<file path="src/rtl/timepulse_phase_sequencer.sv">
// Timepulse/phase sequencer: twelve timepulses per memory cycle, PHASES clocks each,
// with run, halt-at-end-of-MCT, single-MCT step and GOJAM restart.
module timepulse_phase_sequencer #(
  parameter int PHASES = 8
) (
  input  logic        SIM_CLK,
  input  logic        SIM_RST,
  input  logic        RUN,
  input  logic        MSTP,
  input  logic        GOJAM,
  output logic [11:0] TP_n,
  output logic        CT_n,
  output logic        RT_n,
  output logic        TT_n,
  output logic        WT_n,
  output logic        MCT_END,
  output logic        STOPPED
);
  localparam int PW = $clog2(PHASES);
  localparam logic [PW-1:0] PH_LAST = PW'(PHASES - 1);
  localparam logic [PW-1:0] PH_2    = PW'(2);
  localparam logic [PW-1:0] PH_3    = PW'(3);
  localparam logic [PW-1:0] PH_4    = PW'(4);
  localparam logic [PW-1:0] RT_LAST = PW'(PHASES - 3);
  localparam logic [PW-1:0] WT_LAST = PW'(PHASES - 2);

  typedef enum logic [1:0] {S_STOPPED, S_RUNNING, S_HALTING} state_t;

  state_t         state;
  logic [PW-1:0]  ph;
  logic [3:0]     tp;
  logic           mstp_q;

  logic active, ph_last, mct_end, mstp_rise;

  assign active    = (state != S_STOPPED);
  assign ph_last   = (ph == PH_LAST);
  assign mct_end   = active && ph_last && (tp == 4'd12);
  assign mstp_rise = MSTP && !mstp_q;

  // Strobes decode straight from ph so they move in the same clock as the counter.
  assign CT_n    = !(active && (ph < PH_2));
  assign RT_n    = !(active && (ph >= PH_2) && (ph <= RT_LAST));
  assign TT_n    = !(active && (ph >= PH_3) && (ph <= PH_4));
  assign WT_n    = !(active && (ph >= PH_4) && (ph <= WT_LAST));
  assign MCT_END = mct_end;
  assign STOPPED = !active;

  always_comb begin
    TP_n = '1;
    for (int i = 0; i < 12; i++)
      TP_n[i] = !(tp == 4'(i + 1));
  end

  always_ff @(posedge SIM_CLK) begin
    if (SIM_RST) begin
      state  <= S_STOPPED;
      ph     <= '0;
      tp     <= 4'd1;
      mstp_q <= 1'b0;
    end else begin
      mstp_q <= MSTP;
      if (GOJAM && active) begin
        ph <= '0;
        tp <= 4'd1;
      end else if (active) begin
        // The stop clock is also the natural wrap to T01 ph0, so one counter path serves both.
        if (ph_last) begin
          ph <= '0;
          tp <= (tp == 4'd12) ? 4'd1 : tp + 4'd1;
        end else begin
          ph <= ph + 1'b1;
        end
        if (mct_end && (state == S_HALTING) && !RUN) state <= S_STOPPED;
        else                                         state <= RUN ? S_RUNNING : S_HALTING;
      end else begin
        if (RUN)                          state <= S_RUNNING;
        else if (mstp_rise && !GOJAM)     state <= S_HALTING;
      end
    end
  end
endmodule

</file>
<file path="config.mk">
export PLATFORM = sky130hd
export DESIGN_NAME = timepulse_phase_sequencer
export DESIGN_NICKNAME = d
export VERILOG_FILES = /design/src/rtl/timepulse_phase_sequencer.sv
export SDC_FILE = /design/constraint.sdc
export NUM_CORES = 1
export LEC_CHECK = 0
export ABC_AREA = 0
export CAP_MARGIN = 5
export CORE_MARGIN = 4
export CORE_UTILIZATION = 35
export DETAILED_ROUTE_END_ITERATION = 7
export GPL_ROUTABILITY_DRIVEN = 0
export PLACE_DENSITY_LB_ADDON = 0.3
export SLEW_MARGIN = 30
export SYNTH_ARGS = -nofsm -noshare
export SYNTH_HDL_FRONTEND = slang
export SYNTH_SLANG_ARGS = --single-unit
</file>
<file path="constraint.sdc">
create_clock -name SIM_CLK -period 1.9 [get_ports SIM_CLK]
set_clock_uncertainty 0.15 [all_clocks]
set_input_delay 0.38 -clock SIM_CLK [delete_from_list [all_inputs] [get_ports SIM_CLK]]
set_output_delay 0.38 -clock SIM_CLK [all_outputs]
set_load 0.005 [all_outputs]
</file>
==> results of run 1 <==
## metrics by stage
step | TNS, ns | utilization [%] | total power (W) | std cells
3_5_place_dp | -0.522 | 57.3 | 0.000324 | 145
5_1_grt | -0.426 | 63.9 | 0.000566 | 150
6_report | -0.139 | 63.9 | 0.000540 | 150
2_1_floorplan | 0 | - | 0.000273 | 86
4_1_cts | -0.128 | 60.7 | 0.000516 | 149
3_3_place_gp | -0.370 | 57.3 | 0.000321 | 145
## sequential cells by signal, indices dropped and copies added, names as in the netlist
register and flops:
tp 4, mstp_q 1, ph 3, state 2
## kinds of logic (layout without fill, tap and decap cells)
kind of cell             after synthesis  count (layout)  share of synthesized area (%)
AO/OA/AOI/OAI                         22              22                           20.8
adder cells (fa/ha/maj)                9               9                           17.2
buffers and inverters                  7              46                           4.20
flip-flops                            10              10                           30.5
AND/OR/NAND/NOR                       38              38                           27.3
## path summary, 6_finish.rpt
kind | startpoint | end | slack [ns] | cells past startpoint
worst max-delay path | ph[0] | RT_n | -0.09 | 5
worst min register to register | ph[1] | ph[1] | 0.37 | 2
worst min-delay path | ph[1] | ph[1] | 0.37 | 2
worst max register to register | ph[1] | tp[3] | 0.11 | 6
## cell type report
cell class	count	area share (%)
clock buffer	4	3.25
inverter	6	2.24
multi-input combinational	69	45.9
sequential	10	19.1
tap	25	2.80
timing repair buffer	36	26.8
## power by group through the flow
| stage | Sequential [W] | Combinational (W) | Clock [W] |
|---|---|---|---|
| 2_1_floorplan | 0.000231 | 0.0000420 | 0 |
| 3_3_place_gp | 0.000231 | 0.0000900 | 0 |
| 3_5_place_dp | 0.000232 | 0.0000919 | 0 |
| 4_1_cts | 0.000228 | 0.0000882 | 0.000200 |
| 5_1_grt | 0.000232 | 0.000119 | 0.000215 |
| 6_report | 0.000230 | 0.000109 | 0.000201 |
## routing by layer
| metal | share of wire, % | up-vias | global-route usage, % |
|---|---|---|---|
| met5 | 0 | - | 0 |
| met4 | 1.1 | 0 | 5.24 |
| met3 | 6.2 | 2 | 3.50 |
| met2 | 51 | 20 | 26.8 |
| met1 | 41 | 344 | 15.2 |
| li1 | - | 382 | - |
## worst min-delay path: cells and delay by family, from the launching register on
kind | cells | cell delay (ns)
flops | 1 | 0.37
simple gates | 1 | 0.06
compound gates | 1 | 0.05
## timing repair
| action | 4_1_cts | 5_1_grt |
|---|---|---|
| gates cloned | 0 | 0 |
| resized for setup | 46 | 12 |
| endpoints found under the setup margin | 18 | 5 |
| setup buffers | 0 | 1 |
| pin swaps | 0 | 2 |
## cell usage in the layout, fill, tap and decap left out, drive strengths merged
cell            n
a22oi           1
nor2            6
a21oi           8
ha              9
dlygate4sd2    14
o311ai          1
a21o            1
nand3           3
o21ai           3
nor3            2
clkdlybuf4s15   2
inv             6
clkdlybuf4s50   4
dfxtp          10
o22ai           1
or2             1
o21bai          1
nor2b           4
a31oi           1
nor3b           1
or4             1
nand2          17
o211ai          3
or3             3
clkbuf          4
buf            16
a211oi          2
==> results.tsv, run 1 <==
stage	metric	value	unit
die	I/O pin count	23	
die	Core ar.	1750	um2
sta	Fin. Hold Viols	0	
synthesis	largest area contributor in the netlist	dfxtp_1	
grt	initial antenna violation count	0	
routing	vias per cell	4.99	
sta	Setup Viol. Count Final	2	
layout	fill count	146	
routing	DRC viols	0	
sta	slew margin rel.	83.2	%
placement	PortBufs	22	
grt	GR Overflow Total	0	
grt	vias in the first global route	691	
setup_path	crit path DAT	1.46	ns
setup_path	crit-path max cell delay	0.38	ns
power_and_ir_drop	cell-internal power	0.000391	W
routing	DR pass1 iterations	2	
synthesis	post-synthesis average cell area	7.62	um2
layout	Seq. cell area	213	um2
synthesis	count leader, synth	nand2_1	
clock_tree	Reg clk slew, reported paths	0.07	ns
synthesis	Post-Syn Area	656	um2
layout	Net count, final	140	
setup_path	Worst setup EP type	primary output	
power_and_ir_drop	switching share of power	27.6	%
setup_path	crit path max fanout	4	
sta	Final WS setup	-0.0868	ns
placement	dpl ws	-0.240	ns
die	Core Rows	15	
power_and_ir_drop	Switch Pwr	0.000149	W
routing	Post-Route WL	1.84	mm
job	Maximum Capacitance Violations	0	
clock_tree	CTS tree	built	
clock_tree	Sinks on Clock Net	10	
power_and_ir_drop	Comb pwr share	20.2	%
placement	DP Area	1000	um2
layout	fraction of layout cells with a size suffix above 1	35.2	%
placement	Final HPWL DP	1.27	mm
grt	GRT Overall Usage	14.3	%
routing	ANT nets after route	0	
synthesis	top-area cell type share of the netlist area	30.5	%
clock_tree	H-tree Lvls	1	
sta	Hold WS	0.367	ns
die	Die H	51.3	um
hold_path	HP Class	reg2reg	
run_status	status	finished with violations	
run_status	failing checks	negative setup slack	
synthesis	asr flop ratio synth	0	%
layout	area occupied by multi-input gates	512	um2
clock_tree	CTS root buffer	clkbuf_4	
die	DIE AREA	2630	um2
setup_path	Critical Path RT	1.37	ns
power_and_ir_drop	Pwr Density	484	nW/um2
synthesis	synthesized flop and latch total	10	
clock_tree	hold_buf cts	0	
die	Die Wd	51.3	um
routing	Initial DRC Count	4	
sta	RSZ-0062 raised after global routing	yes	
synthesis	EDFF count, synth	0	
clock_tree	worst skew pair latency	0.28	ns
power_and_ir_drop	Reg power frac	42.6	%
setup_path	crit path cell chain	inv_4, ha_4, or3_4, o311ai_4, buf_2	
layout	final instance area	1120	um2
setup_path	CP top delay family	flip-flops	
power_and_ir_drop	worst vdd ir	0.000499	V
synthesis	post-synthesis cell count	86	
sta	Final Cycle Share	105	%
routing	wire per inst	12.2	um
synthesis	synth warn	0	
sta	Worst Max-Slew Pin Slew	0.252	ns
sta	Tmin final	1.99	ns
synthesis	Post-synth top flop	dfxtp_1	
setup_path	critical path's slowest cell	dfxtp_4	
setup_path	WP buf/inv	2	
layout	ANT cells	0	
setup_path	WS Path Type	reg2out	
sta	Final Max Slew Viols	0	
clock_tree	CTS buffer count	3	
routing	Vias	748	
power_and_ir_drop	leakage	0.414	nW
synthesis	Netlist cell types	23	
die	Starting Density	37.6	%
synthesis	Synthesized Nets	100	
sta	Peak Freq	503	MHz
clock_tree	Max clock buf depth	2	
synthesis	synth cell count leaders	17 x nand2_1, 10 x dfxtp_1, 9 x ha_1	
power_and_ir_drop	Clk pwr share	37.2	%
grt	largest net degree at the start of global routing	8	
setup_path	Worst setup SP type	register	
layout	Area Growth Syn to Fin	70.2	%
synthesis	largest cells by area after synthesis	dfxtp_1 31%, ha_1 17%, nand2_1 9.7%, a21oi_1 6.1%, nor2b_1 3.8%	
grt	wire length of the first global-routing pass	2.82	mm
synthesis	Seq/Total Area, Yosys	30.5	%
(Power assumes the default switching activity.)
==> run 2, diff against run 1 <==
--- a/config.mk
+++ b/config.mk
@@ -6,11 +6,12 @@
 export NUM_CORES = 1
 export LEC_CHECK = 0
 export ABC_AREA = 0
-export CAP_MARGIN = 5
+export CAP_MARGIN = 20
 export CORE_MARGIN = 4
 export CORE_UTILIZATION = 35
 export DETAILED_ROUTE_END_ITERATION = 7
 export GPL_ROUTABILITY_DRIVEN = 0
+export MAX_ROUTING_LAYER = met4
 export PLACE_DENSITY_LB_ADDON = 0.3
 export SLEW_MARGIN = 30
 export SYNTH_ARGS = -nofsm -noshare
==> run 2 against run 1 <==
  * The flow still finishes with violations (negative setup slack)
  * Setup slack better by 0.0034 ns
  * Register-to-register slack hardly changed
  * Design area stayed put
  * Critical path depth stayed put
  * Final cell count stayed put
  * Worst hold slack worse by 0.0014 ns
  * Count of clock-buffer cells in the layout stayed put
  * Fmax is 0.17% higher
  * Combinational power hardly changed
  * First-iteration DRC count is 25% higher
  * Non-clock buffer count stayed put
  * Power hardly changed
  * Critical endpoint unchanged
==> results.tsv, run 2 (same netlist as run 1, synthesis figures left out) <==
stage	metric	value	unit	change
layout	ANT cells	0		unchanged
setup_path	Worst Reg2Reg Path Length in Cells	6		unchanged
sta	Fin. Hold Viols	0		unchanged
grt	wire length of the first global-routing pass	2.82	mm	unchanged
clock_tree	Reg clk slew, reported paths	0.07	ns	about the same
setup_path	critical path's slowest cell	dfxtp_4		unchanged
power_and_ir_drop	Clk pwr share	37.3	%	was 37.2%
placement	PortBufs	22		unchanged
run_status	failing checks	negative setup slack		unchanged
job	Maximum Capacitance Violations	0		unchanged
sta	Hold WS	0.366	ns	was 0.367 ns
sta	Peak Freq	504	MHz	was 503 MHz
layout	Largest register FFs	4		unchanged
setup_path	crit path cell chain	inv_4, ha_4, or3_4, o311ai_4, buf_2		unchanged
hold_path	HP Class	reg2reg		unchanged
power_and_ir_drop	leakage	0.414	nW	unchanged
setup_path	Worst setup SP type	register		unchanged
routing	Vias	750		was 748
power_and_ir_drop	Switch Pwr	0.000149	W	about the same
clock_tree	CTS buffer count	3		unchanged
layout	most flop-heavy register	tp		unchanged
clock_tree	hold_buf cts	0		unchanged
routing	Post-Route WL	1.83	mm	was 1.84 mm
layout	Largest regs	tp (4), ph (3), state (2)		unchanged
clock_tree	Sinks on Clock Net	10		unchanged
hold_path	hold endpoint	ph[1]		unchanged
sta	Worst Max-Slew Pin Slew	0.255	ns	was 0.252 ns
setup_path	Critical Path RT	1.37	ns	about the same
power_and_ir_drop	Comb pwr share	20.2	%	about the same
layout	fill count	146		unchanged
hold_path	origin of the worst min-delay path	ph[1]		unchanged
layout	most frequent cells in the layout	17 x nand2_1, 14 x dlygate4sd2_1, 14 x buf_4		unchanged
sta	slew margin rel.	83.0	%	was 83.2%
layout	most common cell after layout, fill and taps aside	nand2_1		unchanged
clock_tree	Max clock buf depth	2		unchanged
power_and_ir_drop	switching share of power	27.6	%	about the same
clock_tree	CTS root buffer	clkbuf_4		unchanged
setup_path	WS Path Type	reg2out		unchanged
die	DIE AREA	2630	um2	unchanged
clock_tree	CTS tree	built		unchanged
sta	Final Cycle Share	104	%	was 105%
grt	GRT Overall Usage	14.6	%	was 14.3%
die	Die Wd	51.3	um	unchanged
power_and_ir_drop	Reg power frac	42.6	%	about the same
placement	Final HPWL DP	1.27	mm	unchanged
setup_path	crit path max fanout	4		unchanged
clock_tree	H-tree Lvls	1		unchanged
setup_path	WP buf/inv	2		unchanged
die	Starting Density	37.6	%	unchanged
grt	largest net degree at the start of global routing	8		unchanged
clock_tree	worst skew pair latency	0.28	ns	about the same
die	Core Rows	15		unchanged
grt	vias in the first global route	692		was 691
layout	Final Core Density	63.9	%	unchanged
layout	final instance count without filler cells	150		unchanged
setup_path	reg-to-reg slack, setup	0.11	ns	about the same
hold_path	hold depth	2		unchanged
sta	Final WS setup	-0.0834	ns	was -0.0868 ns
routing	wire per inst	12.2	um	about the same
grt	initial antenna violation count	0		unchanged
layout	Seq. cell area	213	um2	unchanged
power_and_ir_drop	cell-internal power	0.000391	W	about the same
sta	Tmin final	1.98	ns	was 1.99 ns
placement	Placed Cells	145		unchanged
sta	Setup Viol. Count Final	2		unchanged
layout	area occupied by multi-input gates	512	um2	unchanged
power_and_ir_drop	worst vdd ir	0.000499	V	about the same
placement	dpl ws	-0.240	ns	unchanged
die	Core ar.	1750	um2	unchanged
setup_path	r2r endpoint	tp[3]		unchanged
setup_path	CP top delay family	flip-flops		unchanged
power_and_ir_drop	Pwr Density	484	nW/um2	about the same
layout	Area Growth Syn to Fin	70.2	%	unchanged
die	Die H	51.3	um	unchanged
power_and_ir_drop	Design Power	0.000540	W	about the same
layout	Net count, final	140		unchanged
routing	DRC viols	0		unchanged
sta	RSZ-0062 raised after global routing	yes		unchanged
die	I/O pin count	23		unchanged
layout	fraction of layout cells with a size suffix above 1	35.2	%	unchanged
routing	vias per cell	5.00		was 4.99
setup_path	crit-path max cell delay	0.38	ns	about the same
sta	Final Max Slew Viols	0		unchanged
setup_path	FF-to-FF Start	ph[1]		unchanged
grt	GR Overflow Total	0		unchanged
run_status	status	finished with violations		unchanged
routing	Initial DRC Count	5		was 4
setup_path	crit path DAT	1.45	ns	was 1.46 ns
setup_path	Worst setup EP type	primary output		unchanged
routing	ANT nets after route	0		unchanged
routing	DR pass1 iterations	4		was 2
run 2: cell counts in the layout (fill, tap and decap cells not counted):
Identical to the previous run, type by type.
run 2: cell type report:
cell class	count	share of cell area, %
inverter	6	2.24
clock buffer	4	3.25
timing repair buffer	36	26.8
multi-input combinational	69	45.9
tap	25	2.80
sequential	10	19.1
run 2: worst register-to-register path, stage by stage, from the launching register on:
cell      delay, ns
dfxtp_4        0.39
ha_2           0.21
ha_4           0.14
buf_4          0.14
o211ai_1       0.10
or4_1          0.42
a21oi_1        0.17
run 2: power by group through the flow:
stage,sequential (W),combinational [W],clock [W]
floorplan,0.000231,0.0000420,0
global placement,0.000231,0.0000900,0
detailed placement,0.000232,0.0000919,0
CTS,0.000228,0.0000882,0.000200
global route,0.000232,0.000119,0.000215
finish,0.000230,0.000109,0.000201
run 2: routing by layer:
metal / vias to the layer above / track usage [%] / wire length [um]
met3: 5 / 3.50 / 111
met2: 22 / 26.8 / 949
met1: 342 / 15.2 / 736
met4: 0 / 5.24 / 28
met5: - / - / 0
li1: 381 / - / -
run 2: stage by stage:
step / TNS (ns) / instance area, um2
floorplan: 0 / 656
finish: -0.131 / 1120
global route: -0.426 / 1120
CTS: -0.128 / 1060
detailed placement: -0.522 / 1000
global placement: -0.370 / 1000
run 2: how the worst max path moves through the flow:
stage,to,from,cells after the start,slack [ns]
global placement,RT_n,ph[0],5,-0.17
floorplan,tp[3],ph[0],5,0.23
detailed placement,RT_n,ph[0],5,-0.24
CTS,RT_n,ph[0],5,-0.09
global route,RT_n,ph[0],5,-0.14
finish,RT_n,ph[0],5,-0.08
run 2: repair_timing:
action                                  in CTS  in global routing
cloned                                       0                  0
endpoints found under the setup margin      18                  5
pin swaps                                    0                  2
setup buffers                                0                  1
hold endpoints to repair                     0                  0
gates resized for setup                     46                 12
